## config.mk

```make
export PLATFORM = sky130hd
export DESIGN_NAME = dt1_mainfsm
export DESIGN_NICKNAME = d
export VERILOG_FILES = /design/src/rtl/dt1_mainfsm.sv
export SDC_FILE = /design/constraint.sdc
export NUM_CORES = 1
export LEC_CHECK = 0
export CAP_MARGIN = 20
export CORE_ASPECT_RATIO = 0.75
export CORE_MARGIN = 5
export CORE_UTILIZATION = 30
export CTS_CLUSTER_SIZE = 25
export DETAILED_ROUTE_END_ITERATION = 6
export PLACE_DENSITY = 0.65
export SLEW_MARGIN = 0
export SYNTH_ARGS = -nofsm -noshare
export SYNTH_HDL_FRONTEND = slang
export SYNTH_SLANG_ARGS = --single-unit
export TNS_END_PERCENT = 5
```

## constraint.sdc

```tcl
create_clock -name clk -period 1.24 [get_ports clk]
set_input_delay 0.248 -clock clk [delete_from_list [all_inputs] [get_ports clk]]
set_output_delay 0.248 -clock clk [all_outputs]
set_load 0.03 [all_outputs]
```

## src/rtl/dt1_mainfsm.sv

```systemverilog
// Multicycle main controller for the RV32I core: sequences fetch, decode,
// execute, memory and writeback, and drives datapath muxes and write enables.
//
// Ports:
//   clk, reset            - core clock, async active-high reset (to FETCH)
//   op                    - opcode field of the instruction register
//   BrCond                - ALU branch-condition flag
//   MemReady              - memory completes the current access this cycle
//   PCWrite, AdrSrc, MemWrite, IRWrite, RegWrite - datapath enables/selects
//   ResultSrc, ALUSrcA, ALUSrcB, ALUOp, ImmSrc   - datapath mux controls
//   IllegalInstr          - one-cycle pulse on an unsupported opcode
//   state                 - current state for debug/trace
module dt1_mainfsm #(
  parameter bit FENCE_AS_NOP = 1'b1
) (
  input  logic       clk,
  input  logic       reset,
  input  logic [6:0] op,
  input  logic       BrCond,
  input  logic       MemReady,
  output logic       PCWrite,
  output logic       AdrSrc,
  output logic       MemWrite,
  output logic       IRWrite,
  output logic [1:0] ResultSrc,
  output logic [1:0] ALUSrcA,
  output logic [1:0] ALUSrcB,
  output logic [1:0] ALUOp,
  output logic [2:0] ImmSrc,
  output logic       RegWrite,
  output logic       IllegalInstr,
  output logic [3:0] state
);

  typedef enum logic [3:0] {
    S_FETCH    = 4'd0,
    S_DECODE   = 4'd1,
    S_MEMADR   = 4'd2,
    S_MEMREAD  = 4'd3,
    S_MEMWB    = 4'd4,
    S_MEMWRITE = 4'd5,
    S_EXECR    = 4'd6,
    S_EXECI    = 4'd7,
    S_ALUWB    = 4'd8,
    S_BRANCH   = 4'd9,
    S_JAL      = 4'd10,
    S_JALR1    = 4'd11,
    S_JALR2    = 4'd12,
    S_UTYPE    = 4'd13,
    S_ILLEGAL  = 4'd14,
    S_UNUSED   = 4'd15
  } state_t;

  localparam logic [6:0] OP_LOAD  = 7'b0000011;
  localparam logic [6:0] OP_STORE = 7'b0100011;
  localparam logic [6:0] OP_R     = 7'b0110011;
  localparam logic [6:0] OP_I     = 7'b0010011;
  localparam logic [6:0] OP_BR    = 7'b1100011;
  localparam logic [6:0] OP_JAL   = 7'b1101111;
  localparam logic [6:0] OP_JALR  = 7'b1100111;
  localparam logic [6:0] OP_LUI   = 7'b0110111;
  localparam logic [6:0] OP_AUIPC = 7'b0010111;
  localparam logic [6:0] OP_FENCE = 7'b0001111;

  state_t state_q, state_d;
  logic   pc_update, branch;

  always_ff @(posedge clk or posedge reset) begin
    if (reset) state_q <= S_FETCH;
    else       state_q <= state_d;
  end

  assign state = state_q;

  // Next-state logic
  always_comb begin
    state_d = state_q;
    unique case (state_q)
      S_FETCH:    if (MemReady) state_d = S_DECODE;
      S_DECODE: begin
        case (op)
          OP_LOAD, OP_STORE: state_d = S_MEMADR;
          OP_R:              state_d = S_EXECR;
          OP_I:              state_d = S_EXECI;
          OP_BR:             state_d = S_BRANCH;
          OP_JAL:            state_d = S_JAL;
          OP_JALR:           state_d = S_JALR1;
          OP_LUI, OP_AUIPC:  state_d = S_UTYPE;
          OP_FENCE:
            state_d = FENCE_AS_NOP ? S_FETCH : S_ILLEGAL;
          default:           state_d = S_ILLEGAL;
        endcase
      end
      // op[5] separates stores from loads
      S_MEMADR:   state_d = op[5] ? S_MEMWRITE : S_MEMREAD;
      S_MEMREAD:  if (MemReady) state_d = S_MEMWB;
      S_MEMWRITE: if (MemReady) state_d = S_FETCH;
      S_EXECR, S_EXECI, S_JAL,
      S_JALR2, S_UTYPE:          state_d = S_ALUWB;
      S_JALR1:    state_d = S_JALR2;
      S_MEMWB, S_ALUWB,
      S_BRANCH, S_ILLEGAL:       state_d = S_FETCH;
      default:    state_d = S_FETCH;
    endcase
  end

  // Moore output decode
  always_comb begin
    pc_update    = 1'b0;
    branch       = 1'b0;
    AdrSrc       = 1'b0;
    MemWrite     = 1'b0;
    IRWrite      = 1'b0;
    ResultSrc    = 2'b00;
    ALUSrcA      = 2'b00;
    ALUSrcB      = 2'b00;
    ALUOp        = 2'b00;
    RegWrite     = 1'b0;
    IllegalInstr = 1'b0;
    unique case (state_q)
      S_FETCH: begin
        ALUSrcB   = 2'b10;
        ResultSrc = 2'b10;
        IRWrite   = MemReady;
        pc_update = MemReady;
      end
      S_DECODE: begin
        ALUSrcA = 2'b01;
        ALUSrcB = 2'b01;
      end
      S_MEMADR, S_JALR1: begin
        ALUSrcA = 2'b10;
        ALUSrcB = 2'b01;
      end
      S_MEMREAD: AdrSrc = 1'b1;
      S_MEMWB: begin
        ResultSrc = 2'b01;
        RegWrite  = 1'b1;
      end
      S_MEMWRITE: begin
        AdrSrc   = 1'b1;
        MemWrite = 1'b1;
      end
      S_EXECR: begin
        ALUSrcA = 2'b10;
        ALUOp   = 2'b10;
      end
      S_EXECI: begin
        ALUSrcA = 2'b10;
        ALUSrcB = 2'b01;
        ALUOp   = 2'b10;
      end
      S_ALUWB: RegWrite = 1'b1;
      S_BRANCH: begin
        ALUSrcA = 2'b10;
        ALUOp   = 2'b01;
        branch  = 1'b1;
      end
      S_JAL, S_JALR2: begin
        ALUSrcA   = 2'b01;
        ALUSrcB   = 2'b10;
        pc_update = 1'b1;
      end
      // lui adds to zero, auipc adds to OldPC
      S_UTYPE: begin
        ALUSrcA = op[5] ? 2'b11 : 2'b01;
        ALUSrcB = 2'b01;
      end
      S_ILLEGAL: IllegalInstr = 1'b1;
      default: ;
    endcase
  end

  assign PCWrite = pc_update | (branch & BrCond);

  always_comb begin
    ImmSrc = 3'b000;
    case (op)
      OP_STORE:         ImmSrc = 3'b001;
      OP_BR:            ImmSrc = 3'b010;
      OP_LUI, OP_AUIPC: ImmSrc = 3'b011;
      OP_JAL:           ImmSrc = 3'b100;
      default:          ImmSrc = 3'b000;
    endcase
    if (state_q == S_UNUSED) ImmSrc = 3'b000;
  end

endmodule
```

Word level (Yosys, flattened, before mapping)

Cells that the tools add are included.

Register bits after elaboration: 4
Input bits: 11
Output and inout port bits: 21

Equal/unequal tests: 28
Multiplexer cells: 20
Bitwise logic cells: 2
Reductions and logical operators: 13

Operators by type and width:

| operator                                                               | count |
|---|---|
| 4-bit equality test (second input constant)                            | 8 |
| 4-bit one-hot mux with 8 select lines                                  | 1 |
| 4-bit one-hot mux with 7 select lines                                  | 1 |
| 7-bit by 6-bit equality test with 1-bit output (second input constant) | 3 |
| 7-bit equality test (second input constant)                            | 3 |
| 4-bit by 3-bit equality test with 1-bit output (second input constant) | 4 |
| 5-bit OR reduction                                                     | 3 |
| 7-bit by 5-bit equality test with 1-bit output (second input constant) | 2 |
| 4-bit two-way mux                                                      | 3 |
| 2-bit one-hot mux with 2 select lines                                  | 3 |
| 3-bit one-hot mux with 4 select lines                                  | 1 |
| 2-bit OR reduction                                                     | 6 |
| 4-bit by 2-bit equality test with 1-bit output (second input constant) | 2 |
| 7-bit by 2-bit equality test with 1-bit output (second input constant) | 1 |
| 7-bit by 4-bit equality test with 1-bit output (second input constant) | 1 |
| 1-bit two-way mux                                                      | 6 |
| 3-bit two-way mux                                                      | 2 |
| 2-bit inequality test (second input constant)                          | 3 |
| 2-bit one-hot mux with 3 select lines                                  | 1 |
| 3-bit OR reduction                                                     | 2 |
| 4-bit by 1-bit equality test with 1-bit output (second input constant) | 1 |
| 4-bit logical NOT                                                      | 1 |
| 3-bit AND reduction                                                    | 1 |
| 2-bit two-way mux                                                      | 1 |
| 3 further kinds                                                        | 3 |

Longest topological paths before layout

Depth in word-level cells: 4
Mapped depth: 5

Worst setup path after synthesis

OpenSTA, ideal clock, no wires.

Kind: register -> output
Start point: register state_q[0] (netlist: state[0])
End point: output port IRWrite
Arrival: 2.237 ns
Data required time: 0.992 ns
Slack: -1.245 ns
Stages on the path, launching flop included: 5
Cell sequence: dfrtp_1 -> clkbuf_2 -> buf_2 -> nor4_1 -> and2_1

Word-level cells in the longest chain between the ends: 2

Ends and longest elaborated chain:

| element                | RTL line | RTL |
|---|---|---|
| start, declared        | 65       | `state_t state_q, state_d;` |
| start signal, assigned | 70       | `else state_q <= state_d;` |
| 4-bit logical NOT      | 120      | `unique case (state_q)` |
| 1-bit two-way mux      | 120      |  |
| end, declared          | 24       | `output logic IRWrite,` |

Every way passes these cells.

Worst setup path after layout

Start point: register state_q[2] (netlist: state[2])
End point: output port ALUSrcB[1]

Word-level cells in the longest chain between the ends: 3
Elaborated cells on any way between the ends: 11
Those cells by class: eq/ne (7); mux (1); reduce/logical (3)

Ends and longest elaborated chain:

| element                                                                      | RTL line | RTL |
|---|---|---|
| 4-bit by 3-bit equality test with 1-bit output, or another cell as far along | 120      |  |
| 5-bit OR reduction (no line) / 3-bit OR reduction (equally long branches)    | -        |  |
| 2-bit one-hot mux with 2 select lines (*)                                    | 120      |  |
| end, declared                                                                | 27       | `output logic [1:0] ALUSrcB,` |

Mark *: on every way between the ends. The rest lies on a longest branch, timed or not.

==> impl_metrics.env <==
export IMPL_start_util=0.3177
export IMPL_final_common_cell="buf_4"
export IMPL_rsz0062_at_grt="true"
export IMPL_route_vias_total=1014
export IMPL_wirelength_um=3024
export IMPL_pin_count=32
export IMPL_cts_sink_count=4
export IMPL_htree_levels=1
export IMPL_hpwl_um=2007
export IMPL_yosysWarnings=0
export IMPL_clock_skew_ns=0.01030
export IMPL_setup_slack_ns=-0.4788
export IMPL_io_buffers=31
export IMPL_pre_cts_ws_ns=-0.5414
export IMPL_ys_ff_latch=4
export IMPL_routedWlPerCell_um=16.00
export IMPL_p_leak_nw=0.6913
export IMPL_postLayoutCoreUtil=0.7340
export IMPL_drc=0
export IMPL_dpl_instance_area_um2=1197
export IMPL_finalSetupTns_ns=-7.689
export IMPL_critPathMaxFanout=7
export IMPL_seqCellArea_um2=105.1
export IMPL_syn_area_um2=645.6
export IMPL_endpoint_kind="output pin"
export IMPL_die_w_um=63.57
export IMPL_grt_pass1_wl_um=4974
export IMPL_crit_required_ns=0.99
export IMPL_synth_edf_count=0
export IMPL_ir_worst_vdd_mv=1.680
export IMPL_clk_latency_ns=0.24
export IMPL_synthArstFlopShare=1.000
export IMPL_ys_flop_type="dfrtp_1"
export IMPL_synth_distinct_cells=41
export IMPL_globalplace_congestion=0.8487
export IMPL_hold_class="primary input to asynchronous set/reset pin"
export IMPL_via_per_inst=5.365
export IMPL_rows=14
export IMPL_cts_buffers=3
export IMPL_diodes=0
export IMPL_relSlewSlack=0.7538
export IMPL_final_area_um2=1491
export IMPL_antenna_found_initial=0
export IMPL_core_um2=2032
export IMPL_syn_avg_cell_area_um2=6.796
export IMPL_grt_overflow=0
export IMPL_drive_gt1_frac=0.6303
export IMPL_hold_viol=0
export IMPL_dieArea_um2=3189
export IMPL_layout_common_cells="buf_4 (45), buf_6 (20), nand2_1 (5), nor2_1 (5), inv_1 (5)"
export IMPL_cts_hold_buf=0
export IMPL_fmax_ghz=0.5818
export IMPL_run_status="complete, but fails checks"
export IMPL_setup_viol=25
export IMPL_nNetsFinal=177
export IMPL_clk_path_buf_depth=2
export IMPL_worstMarginPinSlew_ns=0.3660
export IMPL_cp_start_kind="register"
export IMPL_grt_usage=0.1949
export IMPL_grt_max_degree=9
export IMPL_drt_iter0_drc=60
export IMPL_multi_input_area_um2=641.9
export IMPL_fillers=159
export IMPL_yosysSeqAreaShare=0.1550
export IMPL_failed_checks="setup timing"
export IMPL_critPathArrivalTime_ns=1.47
export IMPL_reg2reg_slack_ns=-0.23
export IMPL_first_global_vias=1061
export IMPL_ant_nets=0
export IMPL_min_period_ns=1.719
export IMPL_fin_crit_sh=1.386
export IMPL_cts_tree="yes"
export IMPL_power_density_nw_per_um2=2142
export IMPL_syn_to_final_growth_pct=131.0
export IMPL_path_clk_slew_ns=0.04
export IMPL_drt_pass1_iter_count=4
export IMPL_crit_type="register to output pin"
export IMPL_synthesis_nets=106
export IMPL_die_h_um=50.18
export IMPL_largest_reg_flops=4
export IMPL_report_final_slew_viol_count=0
export IMPL_maxCapViolCount=0
export IMPL_synth_cells=95
export IMPL_cts_root_buf="clkbuf_4"
[timing repair]
| item | in CTS | in global routing |
|---|---|---|
| buffers inserted | 9 | 2 |
| pin swaps | 11 | 7 |
| resized for setup | 46 | 14 |
| endpoints found under the setup margin | 24 | 25 |
| hold endpoints to repair | 0 | 0 |
[per-stage QoR]
step	hold slack, ns	power [mW]	std cells
5_1_grt	0.2064	3.391	189
6_report	0.1889	3.194	189
3_5_place_dp	0.4445	2.488	174
2_1_floorplan	0.01388	1.640	95
4_1_cts	0.1857	3.079	187
3_3_place_gp	0.4459	2.460	174
[synthesized netlist by cell type (all sizes together), types with 2 or more instances]
cell | number | area (µm²)
nor2 | 8 | 30.03
nor4 | 2 | 12.51
buf | 5 | 25.02
nand2b | 4 | 32.53
a21oi | 5 | 25.02
o32ai | 2 | 17.52
nor3b | 2 | 15.01
nor2b | 5 | 31.28
inv | 6 | 22.52
dfrtp | 4 | 100.1
nor3 | 7 | 40.04
o21ai | 5 | 25.02
and2 | 2 | 12.51
mux2i | 2 | 20.02
clkbuf | 4 | 16.26
nand2 | 9 | 33.78
o22ai | 2 | 12.51
[power by group]
part           switching [mW]  total (mW)  internal [mW]
Clock                  0.0603       0.181          0.121
Combinational            1.36        2.69           1.33
Sequential              0.133       0.321          0.188
Total                    1.55        3.19           1.64
[logic make-up (layout without fill, tap and decap cells)]
group,after synthesis,in the layout,synth area share
compound gates,29,29,0.3256
simple gates,43,43,0.3624
mux,2,2,0.03101
buf+inv,15,85,0.09882
flops,4,4,0.1550
xor+xnor,2,2,0.02714
[worst paths after layout]
kind / from / end / cells past startpoint
worst max-delay path: state[2] / ALUSrcB[1] / 5
worst min-delay path: reset / state[0] / 2
worst max register to register: state[1] / state[2] / 7
worst min register to register: state[3] / state[0] / 2
max in group asynchronous: reset / state[3] / 2
min in group clk: op[0] / state[1] / 5
[critical path, cell delays in order (launching register included)]
cell and delay (ns):
dfrtp_2 0.48, buf_6 0.17, buf_4 0.14, o22a_1 0.17, nor2_2 0.13, buf_6 0.15
[final cells by class]
type,instances,share of cell area
clock buffers,4,0.01762
inverters,6,0.01510
multi-input cells,76,0.4304
flip-flops and latches,4,0.07047
well taps,24,0.02013
repair buffers,75,0.4463
[routing by layer]
metal / routed length [µm] / up-vias / global-route usage
met5: 0 / - / 0
met4: 37 / 0 / 0.04152
met3: 260 / 5 / 0.04911
met2: 1435 / 53 / 0.3260
met1: 1291 / 468 / 0.2551
li1: - / 488 / -
Power figures use the tool's default switching activity.
